## src/rtl/seg7_pkg.sv

```systemverilog
// Shared definitions for the 7-segment scan / step-input front end:
// active-low hex segment table, blank pattern and counter width helper.
package seg7_pkg;

    // All segments off (active-low bus, gfedcba).
    localparam logic [6:0] SEG_BLANK = 7'h7F;

    // Hex digit to active-low segment pattern, bit 0 = a .. bit 6 = g.
    localparam logic [6:0] HEX_SEG [16] = '{
        7'b1000000, // 0
        7'b1111001, // 1
        7'b0100100, // 2
        7'b0110000, // 3
        7'b0011001, // 4
        7'b0010010, // 5
        7'b0000010, // 6
        7'b1111000, // 7
        7'b0000000, // 8
        7'b0010000, // 9
        7'b0001000, // A
        7'b0000011, // b
        7'b1000110, // C
        7'b0100001, // d
        7'b0000110, // E
        7'b0001110  // F
    };

    // Decode one hex nibble to its segment pattern.
    function automatic logic [6:0] hex_to_seg(input logic [3:0] nibble);
        return HEX_SEG[nibble];
    endfunction

    // Counter width for a modulus of n: clog2(n), never less than one bit.
    function automatic int cnt_width(input int n);
        return (n <= 2) ? 1 : $clog2(n);
    endfunction

endpackage

```

## src/rtl/seg7_scan_step_ctrl_btn_debounce.sv

```systemverilog
// Button front end: 2-FF synchroniser, stability counter, debounced level
// and a single-cycle step pulse on each accepted press.
module btn_debounce
    import seg7_pkg::*;
#(
    parameter int DEBOUNCE_CYCLES = 100000
) (
    input  logic clk,
    input  logic reset,
    input  logic enable,
    input  logic button,
    output logic btn_level,
    output logic step
);

    localparam int CW = cnt_width(DEBOUNCE_CYCLES);
    localparam logic [CW-1:0] CNT_LAST = CW'(DEBOUNCE_CYCLES - 1);

    logic [1:0]    sync_ff;
    logic [CW-1:0] cnt;
    logic [CW-1:0] cnt_next;
    logic          level_next;
    logic          step_next;

    // Count consecutive cycles the synchronised input disagrees with the level; flip on the last one.
    always_comb begin
        cnt_next   = cnt;
        level_next = btn_level;
        step_next  = 1'b0;
        if (enable) begin
            if (sync_ff[1] != btn_level) begin
                if (cnt == CNT_LAST) begin
                    cnt_next   = '0;
                    level_next = ~btn_level;
                    // Only a rising flip (level currently 0) produces a pulse.
                    step_next  = ~btn_level;
                end else begin
                    cnt_next   = cnt + CW'(1);
                end
            end else begin
                cnt_next = '0;
            end
        end else begin
            // Paused: counter and level hold, no pulse.
            cnt_next   = cnt;
            level_next = btn_level;
            step_next  = 1'b0;
        end
    end

    // Synchroniser always runs; debounce state advances only when computed above.
    always_ff @(posedge clk) begin
        if (reset) begin
            sync_ff   <= 2'b00;
            cnt       <= '0;
            btn_level <= 1'b0;
            step      <= 1'b0;
        end else begin
            sync_ff   <= {sync_ff[0], button};
            cnt       <= cnt_next;
            btn_level <= level_next;
            step      <= step_next;
        end
    end

endmodule

```

## src/rtl/seg7_scan_step_ctrl.sv

```systemverilog
// N-digit multiplexed 7-segment driver with tear-free frame latching, plus a
// debounced single-step button. Optional build macro:
//   SEG7_LEADING_ZERO_BLANK_EN - blank zero digits above the highest non-zero
//   digit (digit 0 always shown).
module seg7_scan_step_ctrl
    import seg7_pkg::*;
#(
    parameter int DIGITS          = 4,
    parameter int SCAN_DIV        = 50000,
    parameter int DEBOUNCE_CYCLES = 100000
) (
    input  logic                  clk,
    input  logic                  reset,
    input  logic                  enable,
    input  logic [4*DIGITS-1:0]   data,
    input  logic                  button,
    output logic [6:0]            light,
    output logic [DIGITS-1:0]     en,
    output logic                  step,
    output logic                  btn_level
);

    localparam int PW = cnt_width(SCAN_DIV);
    localparam int IW = cnt_width(DIGITS);
    localparam logic [PW-1:0] PRESC_LAST = PW'(SCAN_DIV - 1);
    localparam logic [IW-1:0] IDX_LAST   = IW'(DIGITS - 1);

    logic [PW-1:0]       presc;
    logic [PW-1:0]       presc_next;
    logic [IW-1:0]       idx;
    logic [IW-1:0]       idx_next;
    logic [4*DIGITS-1:0] frame;
    logic [4*DIGITS-1:0] frame_next;
    logic [3:0]          nibble;
    logic [DIGITS-1:0]   en_sel;
    logic [DIGITS-1:0]   blank_mask;
    logic                blank_sel;
    logic [6:0]          light_next;
    logic [DIGITS-1:0]   en_next;

    // Prescaler / digit index advance; a new frame is latched only as the index wraps to 0.
    always_comb begin
        presc_next = presc;
        idx_next   = idx;
        frame_next = frame;
        if (enable) begin
            if (presc == PRESC_LAST) begin
                presc_next = '0;
                if (idx == IDX_LAST) begin
                    idx_next   = '0;
                    frame_next = data;
                end else begin
                    idx_next   = idx + IW'(1);
                end
            end else begin
                presc_next = presc + PW'(1);
            end
        end else begin
            presc_next = presc;
            idx_next   = idx;
            frame_next = frame;
        end
    end

    // Mark digits that sit above the highest non-zero digit of the latched frame.
    always_comb begin
`ifdef SEG7_LEADING_ZERO_BLANK_EN
        logic nz_above;
        nz_above   = 1'b0;
        blank_mask = '0;
        for (int k = DIGITS - 1; k >= 0; k--) begin
            nz_above      = nz_above | (frame[4*k +: 4] != 4'h0);
            blank_mask[k] = ~nz_above & (k != 0);
        end
`else
        blank_mask = '0;
`endif
    end

    // Select the current digit's nibble, blank flag and one-hot-zero enable.
    always_comb begin
        nibble    = 4'h0;
        blank_sel = 1'b0;
        en_sel    = '1;
        for (int k = 0; k < DIGITS; k++) begin
            if (idx == IW'(k)) begin
                nibble    = frame[4*k +: 4];
                blank_sel = blank_mask[k];
                en_sel[k] = 1'b0;
            end else begin
                en_sel[k] = 1'b1;
            end
        end
    end

    // Next values of the registered display outputs.
    always_comb begin
        light_next = SEG_BLANK;
        en_next    = '1;
        if (enable) begin
            en_next    = en_sel;
            light_next = blank_sel ? SEG_BLANK : hex_to_seg(nibble);
        end else begin
            en_next    = '1;
            light_next = SEG_BLANK;
        end
    end

    // Scan state and registered display outputs.
    always_ff @(posedge clk) begin
        if (reset) begin
            presc <= '0;
            idx   <= '0;
            frame <= '0;
            light <= SEG_BLANK;
            en    <= '1;
        end else begin
            presc <= presc_next;
            idx   <= idx_next;
            frame <= frame_next;
            light <= light_next;
            en    <= en_next;
        end
    end

    btn_debounce #(
        .DEBOUNCE_CYCLES (DEBOUNCE_CYCLES)
    ) u_btn_debounce (
        .clk       (clk),
        .reset     (reset),
        .enable    (enable),
        .button    (button),
        .btn_level (btn_level),
        .step      (step)
    );

endmodule
```

## config.mk

```make
export PLATFORM = sky130hd
export DESIGN_NAME = seg7_scan_step_ctrl
export DESIGN_NICKNAME = d
export VERILOG_FILES = /design/src/rtl/seg7_pkg.sv /design/src/rtl/seg7_scan_step_ctrl_btn_debounce.sv /design/src/rtl/seg7_scan_step_ctrl.sv
export SDC_FILE = /design/constraint.sdc
export NUM_CORES = 1
export LEC_CHECK = 0
export BUFFER_PORTS_ARGS = -buffer_cell sky130_fd_sc_hd__buf_2
export CAP_MARGIN = 20
export CORE_UTILIZATION = 50
export CTS_BUF_LIST = sky130_fd_sc_hd__clkbuf_8
export CTS_CLUSTER_SIZE = 8
export DETAILED_ROUTE_END_ITERATION = 12
export PLACE_DENSITY = 0.72
export SETUP_SLACK_MARGIN = 0.1
export SKIP_CTS_REPAIR_TIMING = 1
export SYNTH_ARGS = -nofsm -noshare
export SYNTH_HDL_FRONTEND = slang
export SYNTH_SLANG_ARGS = --single-unit
```

## constraint.sdc

```tcl
create_clock -name clk -period 2.3 [get_ports clk]
set_clock_uncertainty 0.15 [all_clocks]
set_input_delay 0.23 -clock clk [delete_from_list [all_inputs] [get_ports clk]]
set_output_delay 0.23 -clock clk [all_outputs]
set_load 0.1 [all_outputs]
```

Word-level counts from Yosys, hierarchy flattened
Memory sizes are Yosys's and may differ from the RTL's. A register that Yosys moved wholly into a read port is not among the register bits. Index checks and enable logic that the tools add are counted.

Eq/ne operators: 6. $add $sub $neg: 3. Reductions and logical operators: 6. Multiplexer cells: 12. Bitwise operators: 5.

Operator list (number): $mux W17 (2); $add A17 B1 Y17 const B (1); $eq A17 B17 Y1 const B (1); $add A16 B1 Y16 const B (1); $eq A16 B16 Y1 const B (1); $mux W16 (1); $mux W4 (4); $reduce_and A3 Y1 (2); $not A4 Y5 (1); $eq A2 B2 Y1 const B (2); $mux W1 (4); $not A1 Y1 (4); $reduce_or A4 Y1 (1); $add A2 B1 Y2 const B (1); $eq A2 B1 Y1 const B (1); $logic_not A2 Y1 (1); $mux W2 (1); $reduce_and A2 Y1 (1); $reduce_or A2 Y1 (1); $ne A1 B1 Y1 (1).

Input bits: 20. Memory bits (read-only): 112. Register bits after elaboration: 59. Logic and storage cells: 41. Memories: 1. Output and inout port bits: 13.

Memory list: (name not given) (depth 16, bits a word 7, read ports 1, clocked after Yosys merged registers in 1, write ports 0, RTL line seg7_pkg.sv:30) `return HEX_SEG[nibble];`.

Logic depth before layout (Yosys ltp)
Gate-level depths: netlist (run 1).

Word-level depth: 6. Depth in mapped cells: 11.

Modules after synthesis
A second synthesis (run 1) with hierarchy kept.

Cell total of the unflattened synthesis: 382. Area total of the unflattened synthesis: 3424.5 µm².

Modules (own cells, without submodules): seg7_scan_step_ctrl (sequential area each 900.9 µm², cells each 239, area an instance 2244.7 µm², instances 1); btn_debounce (sequential area each 420.4 µm², cells each 143, area an instance 1179.9 µm², instances 1).

Worst setup path after synthesis (run 1)
No wires, ideal clock.

Path type: reg-to-reg. From: reg idx[0]. To: reg light[3]. Required time: 2006 ps. Setup slack: 11 ps. Stages on the path, launching flop included: 12. Setup time: 144 ps. Data arrival time: 1994 ps. Cells stage by stage: dfxtp_1 -> inv_1 -> ha_1 -> clkbuf_2 -> nor2b_1 -> o21ai_0 -> o31a_2 -> inv_1 -> ha_1 -> nor2_1 -> a2111oi_0 -> a41oi_1.

Word-level cells in the longest chain between the ends: 6. Elaborated cells between the ends (all ways): 9. Those cells by class: 3 x eq/ne; 4 x mux; 1 x bitwise; 1 x reduce/logical.

Ends and longest elaborated chain: start, declared (RTL line seg7_scan_step_ctrl.sv:30) `logic [IW-1:0] idx;`; start signal, assigned (RTL line seg7_scan_step_ctrl.sv:119) `idx <= idx_next;`; $logic_not A2 Y1 (RTL line seg7_scan_step_ctrl.sv:86) `if (idx == IW'(k)) begin`; $mux W4 (3 in series) (RTL line seg7_scan_step_ctrl.sv:86); $mux W4 * (RTL line seg7_scan_step_ctrl.sv:86); $not A4 Y5 (implied by the code) * (RTL line seg7_pkg.sv:30); end, declared (RTL line seg7_scan_step_ctrl.sv:17) `output logic [6:0] light,`.

Every way passes the cells marked *; elsewhere a longest branch is shown, timed or not. A chain may end at the register's enable or synchronous reset.

Worst setup path after layout (run 1)
From: reg idx[0]. To: reg light[1].

Same word-level chain as after synthesis.

==> out/metrics.cfg, run 1 <==
[clock_tree]
clk_pin_slew_worst_paths_ps = 80
cts_buffer_depth = 2
root_buffer = clkbuf_8
cts_made_buffers = 9
cts_tree = built
h-tree-depth = 3
cts_sinks = 66
clock_latency_ps = 350

[detailed_routing]
antenna_left = 0
initialDrtViolationCount = 145
drc = 0
dr_total_vias = 2591
routedWlPerCell_um = 13.6
first_pass_iters = 4
avgViaCountPerCell = 5.34
drt_wl_total_um = 6610

[synth]
ys_seq_area_share_pct = 42.5
synthCells = 344
ys_top_cells_by_area = dfxtp_1 (42%), mux2i_1 (7.4%), nor2_1 (7.1%)
ys.flop_type = dfxtp_1
synth-async-reset-ratio_pct = 0
syn_area_per_cell_um2 = 9.04
synth_nets = 376
synth_top_area_share_pct = 42.5
yosys.area.top_type = dfxtp_1
syn_area_um2 = 3110
synth_cell_type_count = 52
synth-edff-count = 0
ys_ff_latch = 66
yosysWarnings = 0

[place]
dpl_cell_area_um2 = 3370
port_buffers = 32
place_inst = 448
hpwl_um = 4280
pre_cts_slack_ps = -12.5
gp_congestion = 0.801

[floorplan]
rows = 28
initial_core_util_pct = 52.2
core_um2 = 5960
die_y_um = 80.9
die_x_um = 80.9
die_area_um2 = 6540
io_pins = 33

[layout]
instances_no_fill = 485
drive_above_1_share_pct = 22.2
areaGrowthSynthToFinish_pct = 24.1
final_cell_area_um2 = 3860
layout_common_cells = dfxtp_1 (64), nor2_1 (59), nand2_1 (36)
nFillCells = 477
fin_nets = 437
fin_util_pct = 64.8
diodes = 0
final_common_cell = dfxtp_1

[sta]
period_share_pct = 92.1
fmax_mhz = 472
finalHoldViolations = 0
worst_pin_slew_ps = 538
tns_ps = 0
hold_ws_ps = 15.8
period_minus_slack_ps = 2120
slew_headroom_pct = 64.1
setup_violations = 0
fin_ws_ps = 182
finalMaxSlewViolations = 0
rsz0062_at_grt = yes

[critical_path]
cp.arrival_ps = 2200
critical_path_required_ps = 2390
r2r_cells = 8
rr_startpoint = idx[0]$_SDFFE_PP0P_
critPathLaunchType = flip-flop
worstSetupEndpointType = flip-flop
r2r-end = light[1]$_SDFF_PP1_
r2r_slack_ps = 180
crit_path_max_fanout = 9
path_class = flip-flop to flip-flop

[global_routing]
grt_max_degree = 25
grt-ovfl-total = 0
antenna_found_initial = 0
grt_pass1_vias = 2223
grt_pass1_wl_um = 9880
grtUsageTotal_pct = 20.0

[pwr]
ir_drop_v = 0.000396
power_mw = 2.34
pwr_density_cell_nw_per_um2 = 608
leakage_nw = 1.54

[min_path]
hold_depth = 3
min_path_type = primary input to flip-flop
min_to = frame[2]$_SDFFE_PP0P_
hold_start = data[2]

[flow_run]
cap_violations = 0

[run_status]
status = finished clean

[worst max-delay path, stage by stage, from the launching register on]
cell and delay (ps):
dfxtp_4 370, buf_4 140, ha_4 180, nand2_1 70, o21ai_1 50, o31a_2 410
buf_4 160, mux2i_1 120, a221o_1 360
[power breakdown]
part           total (mW)  switching [mW]  leakage (nW)  internal [mW]
Combinational       0.155          0.0992         0.901         0.0557
Sequential           1.16         0.00702         0.536           1.15
Clock                1.03           0.486         0.104          0.543
Total                2.34           0.592          1.54           1.75
[synthesized netlist by cell type (2+ instances only)]
| cell type | instances |
|---|---|
| dfxtp_1 | 66 |
| nor2_1 | 59 |
| nand2_1 | 37 |
| mux2i_1 | 23 |
| nand3_1 | 18 |
| xor2_1 | 16 |
| ha_1 | 12 |
| xnor2_1 | 9 |
| nor3_1 | 8 |
| o21ai_0 | 8 |
| a21oi_1 | 6 |
| nor2b_1 | 6 |
| clkbuf_1 | 5 |
| nand4_1 | 5 |
| a211oi_1 | 4 |
| inv_1 | 4 |
| nand2b_1 | 4 |
| nand3b_1 | 4 |
| nor4_1 | 4 |
| a31oi_1 | 3 |
| and3_1 | 3 |
| and4_1 | 3 |
| clkbuf_2 | 3 |
| nor3b_1 | 3 |
| a211oi_2 | 2 |
| buf_4 | 2 |
| nand4b_1 | 2 |
[registers in the layout, indices dropped and copies added (netlist names), 2 cells and up]
signal,cells
u_btn_debounce.cnt,17
u_btn_debounce.sync_ff,2
presc,16
idx,2
en,4
light,7
frame,16
[kinds of logic (layout without fill, tap and decap cells)]
group	Yosys count	after routing	synth area share (%)
xor+xnor	25	25	7.04
simple gates	167	167	27.3
buf+inv	17	83	2.70
mux	23	23	7.40
flops	66	66	42.5
compound gates	34	34	8.25
fa+ha+maj	12	12	4.83
[worst max-delay path by stage]
stage / slack (ps) / endpoint / startpoint / cells past startpoint
after CTS: -40 / light[3]$_SDFF_PP1_ / idx[0]$_SDFFE_PP0P_ / 10
after global placement: 110 / light[3]$_SDFF_PP1_ / idx[0]$_SDFFE_PP0P_ / 10
after detailed placement: -10 / light[3]$_SDFF_PP1_ / idx[0]$_SDFFE_PP0P_ / 10
after floorplan: 110 / light[3]$_SDFF_PP1_ / idx[0]$_SDFFE_PP0P_ / 11
after global routing: 80 / light[0]$_SDFF_PP1_ / idx[0]$_SDFFE_PP0P_ / 7
final: 180 / light[1]$_SDFF_PP1_ / idx[0]$_SDFFE_PP0P_ / 8
[per-layer routing]
| metal | vias up | routed length [um] | GRT usage (%) |
|---|---|---|---|
| li1 | 1320 | - | - |
| met1 | 1203 | 3090 | 25.3 |
| met2 | 61 | 3180 | 31.6 |
| met3 | 7 | 282 | 7.19 |
| met4 | 0 | 62 | 6.43 |
| met5 | - | 0 | 0 |
[final cells by class]
class | instances | area [um2] | area share, %
Clock inverter | 6 | 72.6 | 1.88
Multi-Input combinational cell | 261 | 1780 | 46.2
Inverter | 5 | 21.3 | 0.551
Clock buffer | 10 | 138 | 3.57
Tap cell | 75 | 93.8 | 2.43
Timing Repair Buffer | 62 | 425 | 11.0
Sequential cell | 66 | 1330 | 34.4
No activity file was read; power rests on OpenSTA's default activity.
==> run 2, diff against run 1 <==
--- a/config.mk
+++ b/config.mk
@@ -11,9 +11,10 @@
 export CTS_BUF_LIST = sky130_fd_sc_hd__clkbuf_8
 export CTS_CLUSTER_SIZE = 8
 export DETAILED_ROUTE_END_ITERATION = 12
-export PLACE_DENSITY = 0.72
+export PLACE_DENSITY_LB_ADDON = 0.05
 export SETUP_SLACK_MARGIN = 0.1
 export SKIP_CTS_REPAIR_TIMING = 1
 export SYNTH_ARGS = -nofsm -noshare
 export SYNTH_HDL_FRONTEND = slang
+export SYNTH_HIERARCHICAL = 1
 export SYNTH_SLANG_ARGS = --single-unit
==> out/metrics.cfg, run 2 <==
[run_status]
status = complete, but fails checks
violations = hold timing

[detailed_routing]
avgViaCountPerCell = 5.47  ; +2.3%
drt_wl_total_um = 7470  ; +13%
initialDrtViolationCount = 151  ; +4.1%
first_pass_iters = 6  ; +2
antenna_left = 0  ; unchanged
dr_total_vias = 2891  ; +12%
drc = 0  ; unchanged
routedWlPerCell_um = 14.1  ; +3.5%

[synth]
synthXorXnorAreaFrac_pct = 5.12  ; -1.9 points
synth_top_area_share_pct = 38.6  ; -3.9 points
synthAdderAreaFrac_pct = 4.38  ; -0.44 points
syn_area_um2 = 3420  ; +10%
synth-edff-count = 0  ; unchanged
synth_top_family_by_area = simple AND/OR/NAND/NOR gates
synth_common_cells = dfxtp_1 (66), nand2_1 (64), nor2_1 (27)
ys.flop_type = dfxtp_1
ys_ff_latch = 66  ; unchanged
yosysWarnings = 6  ; +6
synth_cell_type_count = 63  ; +21%
synth-async-reset-ratio_pct = 0  ; unchanged
synth.most_common_cell = dfxtp_1
synth_nets = 414  ; +10%
syn_area_per_cell_um2 = 8.96  ; -0.82%
yosys.area_share.simple_pct = 29.6  ; +2.3 points
synth_mux_area_share_pct = 2.05  ; -5.4 points
synth_compound_area_share_pct = 15.0  ; +6.8 points
synthCells = 382  ; +11%
yosys.area.top_type = dfxtp_1
ys_top_cells_by_area = dfxtp_1 (39%), nand2_1 (7.0%), ha_1 (4.4%)
ys_seq_area_share_pct = 38.6  ; -3.9 points

[place]
hpwl_um = 5220  ; +22%
gp_congestion = 0.820  ; +2.3%
place_inst = 496  ; +11%
pre_cts_slack_ps = 52.4  ; +64.9 ps
port_buffers = 32  ; unchanged

[sta]
finalHoldViolations = 2  ; +2
fmax_mhz = 476  ; +0.79%
fin_ws_ps = 199  ; +16.6 ps
hold_ws_ps = -6.20  ; -22.0 ps
rsz0062_at_grt = yes
setup_violations = 0  ; unchanged
worst_pin_slew_ps = 717  ; +179 ps
tns_ps = 0  ; unchanged
period_share_pct = 91.4  ; -0.72 points
period_minus_slack_ps = 2100  ; -16.6 ps
slew_headroom_pct = 52.0  ; -12 points
finalMaxSlewViolations = 0  ; unchanged

[layout]
fin_util_pct = 64.0  ; -0.73 points
areaGrowthSynthToFinish_pct = 21.4
largest_reg_flops = 17  ; unchanged
diodes = 0  ; unchanged
nFillCells = 539  ; +13%
layout_common_cells = nand2_1 (63), dfxtp_1 (63), buf_2 (32)
instances_no_fill = 529  ; +9.1%
drive_above_1_share_pct = 26.8  ; +4.6 points
fin_nets = 479  ; +9.6%
top_register = u_btn_debounce/cnt
reg.largest.list = u_btn_debounce/cnt x17, frame x16, presc x16

[clock_tree]
cts_made_buffers = 9  ; unchanged
clock_latency_ps = 340  ; about the same
cts_sinks = 66  ; unchanged
root_buffer = clkbuf_8
h-tree-depth = 3  ; unchanged
cts_tree = built
clk_pin_slew_worst_paths_ps = 70  ; about the same
cts_buffer_depth = 2  ; unchanged

[floorplan]
die_y_um = 84.8  ; +4.8%
core_um2 = 6490  ; +9.1%
initial_core_util_pct = 52.7  ; +0.52 points
die_area_um2 = 7180  ; +9.9%
die_x_um = 84.8  ; +4.8%
rows = 29  ; +3.6%
io_pins = 33  ; unchanged

[pwr]
ir_drop_v = 0.000421  ; +6.4%
pwr_density_cell_nw_per_um2 = 575  ; -5.4%
power_mw = 2.39  ; +2.0%
leakage_nw = 1.47  ; -4.5%

[critical_path]
critPathLaunchType = flip-flop
path_class = flip-flop to flip-flop
critical_path_required_ps = 2370  ; -20 ps
crit_path_max_fanout = 7  ; -2
worstSetupEndpointType = flip-flop
cp.arrival_ps = 2170  ; -30 ps
r2r_slack_ps = 200  ; +20 ps

[global_routing]
antenna_found_initial = 0  ; unchanged
top_usage_layer = met2
grtUsageTotal_pct = 22.0  ; +2.0 points
grt-ovfl-total = 0  ; unchanged
grt_pass1_wl_um = 12600  ; +27%
use_met3_pct = 6.00  ; -1.2 points
gr-usage-met2_pct = 32.6  ; +1.0 points
grt_pass1_vias = 2645  ; +19%
grt_max_degree = 27  ; +8.0%
use_met1_pct = 31.3  ; +6.0 points

[flow_run]
cap_violations = 0  ; unchanged

[min_path]
min_path_type = primary input to flip-flop

==> run 2: changes by cell type after synthesis, moves of 5 or more <==
cell       previous run  this run
a21oi_2               0        10
inv_1                 4         9
mux2i_1              23         7
nand2_1              37        64
nand2_2               0        10
nand3_1              18        10
nor2_1               59        27
o2111ai_1             0         5
o211ai_1              1         8
==> run 2: area by class of cell <==
cell class	instances	area [um2]	area share [%]
repair buffers	74	526	12.6
multi-input cells	286	1960	47.1
flip-flops and latches	66	1330	31.9
well taps	77	96.3	2.32
clock inverters	7	93.8	2.26
clock buffers	9	124	2.98
inverters	10	37.5	0.903
==> run 2: cells by family after synthesis <==
family | after synthesis
and+or+nand+nor | 183
DFF | 66
AOI/OAI and AO/OA | 64
buffers and inverters | 30
xor gates and xnor gates | 20
adders and majority gates | 12
muxes | 7
==> run 2: power breakdown <==
| part | total [mW] | switching [mW] | internal, mW |
|---|---|---|---|
| Sequential | 1.16 | 0.00608 | 1.15 |
| Clock | 1.07 | 0.463 | 0.608 |
| Combinational | 0.160 | 0.103 | 0.0573 |
==> run 2: through the flow <==
step	hold slack, ps	cell area [um2]
final	-6.20	4160
after global routing	4.13	4160
after CTS	-43.0	3960
after detailed placement	288	3740
after global placement	285	3740
after floorplan	208	3430
==> run 2: critical path: stages (launching register included) <==
cell,delay [ps]
dfxtp_2,360
inv_1,60
ha_2,210
buf_4,150
nand3b_4,160
a311o_2,440
a2111oi_2,370
a41oi_1,70
==> run 2: routing by layer <==
layer / vias up / routed length, um
met5: - / 0
met4: 0 / 80
met3: 8 / 269
met2: 55 / 3300
met1: 1345 / 3820
li1: 1483 / -
==> run 2: worst paths after layout <==
check / from / to / cells after the start
worst max register to register: idx[1]$_SDFFE_PP0P_ / light[3]$_SDFF_PP1_ / 7
worst max-delay path: idx[1]$_SDFFE_PP0P_ / light[3]$_SDFF_PP1_ / 7
worst min register to register: u_btn_debounce/sync_ff[0]$_SDFF_PP0_ / u_btn_debounce/sync_ff[1]$_SDFF_PP0_ / 1
worst min-delay path: data[1] / frame[1]$_SDFFE_PP0P_ / 3
==> run 3, diff against run 2 <==
--- a/config.mk
+++ b/config.mk
@@ -11,7 +11,7 @@
 export CTS_BUF_LIST = sky130_fd_sc_hd__clkbuf_8
 export CTS_CLUSTER_SIZE = 8
 export DETAILED_ROUTE_END_ITERATION = 12
-export PLACE_DENSITY_LB_ADDON = 0.05
+export PLACE_DENSITY = 0.83
 export SETUP_SLACK_MARGIN = 0.1
 export SKIP_CTS_REPAIR_TIMING = 1
 export SYNTH_ARGS = -nofsm -noshare
==> out/metrics.cfg, run 3 (synthesized netlist as in run 2, its figures left out) <==
[run_status]
status = complete, but fails checks
violations = DRC, hold timing

[sta]
slew_headroom_pct = 46.5  ; -5.5 points
period_minus_slack_ps = 2140  ; +38.9 ps
worst_pin_slew_ps = 799  ; +81.8 ps
setup_violations = 0  ; unchanged
finalMaxSlewViolations = 0  ; unchanged
tns_ps = 0  ; unchanged
hold_ws_ps = -3.12  ; +3.08 ps
rsz0062_at_grt = yes
finalHoldViolations = 1  ; -1
period_share_pct = 93.1  ; +1.7 points
fmax_mhz = 467  ; -1.8%

[critical_path]
critPathLaunchType = flip-flop
path_class = flip-flop to flip-flop
worstSetupEndpointType = flip-flop
cpPeakStageDelay_ps = 370  ; -70 ps
cp.arrival_ps = 2250  ; +80 ps
path_buf_inv = 2  ; unchanged
critPathTopFamily = adder cells
cp_slowest_cell = dfxtp_2
crit_path_max_fanout = 6  ; -1
critical_path_required_ps = 2410  ; +40 ps
critical_path.most_common_cell = inv_1
path_cells = inv_1 > ha_2 > nand2b_1 > mux2i_1 > a31oi_2 > inv_1 > ha_1 > nor2_1 > a211o_1 > o211ai_1

[clock_tree]
cts_sinks = 66  ; unchanged
cts_tree = built
clk_pin_slew_worst_paths_ps = 70  ; about the same
root_buffer = clkbuf_8
cts_buffer_depth = 2  ; unchanged
cts_made_buffers = 9  ; unchanged
clock_latency_ps = 340  ; about the same
h-tree-depth = 3  ; unchanged

[pwr]
switching_share_pct = 23.2  ; -0.75 points
pwr_density_cell_nw_per_um2 = 557  ; -3.2%
switching_power_mw = 0.519  ; -9.2%
power_frac_seq_pct = 51.8  ; +3.3 points
comb_power_share_pct = 7.0  ; +0.3 points
leakage_nw = 1.41  ; -4.3%
ir_drop_v = 0.000295  ; -30%
clkPwrFrac_pct = 41.2  ; -3.6 points
p_int_mw = 1.72  ; -5.4%

[detailed_routing]
highest_layer = met4
initialDrtViolationCount = 179  ; +19%
wl_met3_um = 299  ; +11%
routedWlPerCell_um = 14.7  ; +3.9%
m1WireLength_um = 3320  ; -13%
first_pass_iters = 9  ; +3
drt_wl_total_um = 7570  ; +1.4%
drc = 5  ; +5
dr_total_vias = 2970  ; +2.7%
wl_met2_um = 3770  ; +14%
antenna_left = 0  ; unchanged
avgViaCountPerCell = 5.76  ; +5.3%

[place]
gp_congestion = 0.866  ; +5.7%
port_buffers = 32  ; unchanged
hpwl_um = 4970  ; -4.7%
dpl_cell_area_um2 = 3650  ; -2.4%

[min_path]
min_path_type = primary input to flip-flop

[layout]
final_cell_area_um2 = 4020  ; -3.2%
fin_util_pct = 62.0  ; -2.1 points
diodes = 0  ; unchanged
nFillCells = 521  ; -3.3%
drive_above_1_share_pct = 24.8  ; -1.9 points
largest_reg_flops = 17  ; unchanged
areaGrowthSynthToFinish_pct = 17.5
final_common_cell = dfxtp_1
fin_nets = 467  ; -2.5%
reg.largest.list = u_btn_debounce/cnt x17, frame x16, presc x16
top_register = u_btn_debounce/cnt
layout_common_cells = dfxtp_1 (63), nand2_1 (62), buf_2 (32)

[floorplan]
die_y_um = 84.8  ; unchanged
core_um2 = 6490  ; unchanged
io_pins = 33  ; unchanged
die_area_um2 = 7180  ; unchanged
initial_core_util_pct = 52.7  ; unchanged
rows = 29  ; unchanged
die_x_um = 84.8  ; unchanged

[global_routing]
grt_pass1_wl_um = 11800  ; -6.5%
antenna_found_initial = 0  ; unchanged
grt_max_degree = 32  ; +19%
grtUsageTotal_pct = 20.4  ; -1.6 points
grt-ovfl-total = 0  ; unchanged
grt_pass1_vias = 2674  ; +1.1%

[flow_run]
cap_violations = 0  ; unchanged

-- run 3: layer usage --
metal | global-route usage [%] | up-vias
met5 | 0 | -
met4 | 11.9 | 0
li1 | - | 1461
met1 | 25.0 | 1408
met3 | 4.62 | 17
met2 | 32.9 | 84
-- run 3: final timing paths --
kind | start | end | slack, ps | cells after the start
worst max-delay path | idx[0]$_SDFFE_PP0P_ | light[1]$_SDFF_PP1_ | 160 | 10
worst min-delay path | data[1] | frame[1]$_SDFFE_PP0P_ | -3 | 3
worst max register to register | idx[0]$_SDFFE_PP0P_ | light[1]$_SDFF_PP1_ | 160 | 10
worst min register to register | u_btn_debounce/sync_ff[0]$_SDFF_PP0_ | u_btn_debounce/sync_ff[1]$_SDFF_PP0_ | 310 | 1
-- run 3: area by class of cell --
cell class                      count  area (um2)  area share (%)
Inverter                           10        37.5           0.933
Clock inverter                      5        47.5            1.18
Multi-Input combinational cell    286        1960            48.6
Clock buffer                       10         138            3.42
Timing Repair Buffer               62         423            10.5
Sequential cell                    66        1330            32.9
Tap cell                           77        96.3            2.39
-- run 3: power by group through the flow --
stage / registers [mW] / logic [mW] / clock network, mW
4_1_cts: 1.16 / 0.134 / 0.946
6_report: 1.16 / 0.156 / 0.923
5_1_grt: 1.16 / 0.166 / 1.00
3_5_place_dp: 1.19 / 0.134 / 0
3_3_place_gp: 1.19 / 0.133 / 0
2_1_floorplan: 1.23 / 0.0506 / 0
-- run 3: per-stage QoR --
| step | total power [mW] | setup slack (ps) | cells |
|---|---|---|---|
| 6_report | 2.24 | 160 | 516 |
| 5_1_grt | 2.33 | 11.9 | 516 |
| 4_1_cts | 2.24 | -20.6 | 499 |
| 3_5_place_dp | 1.32 | 36.8 | 484 |
| 3_3_place_gp | 1.32 | 140 | 484 |
| 2_1_floorplan | 1.28 | 47.4 | 382 |
-- run 3: tightest hold or removal path, stage by stage --
cell	delay, ps
buf_2	100
nand2_1	50
a21oi_1	60
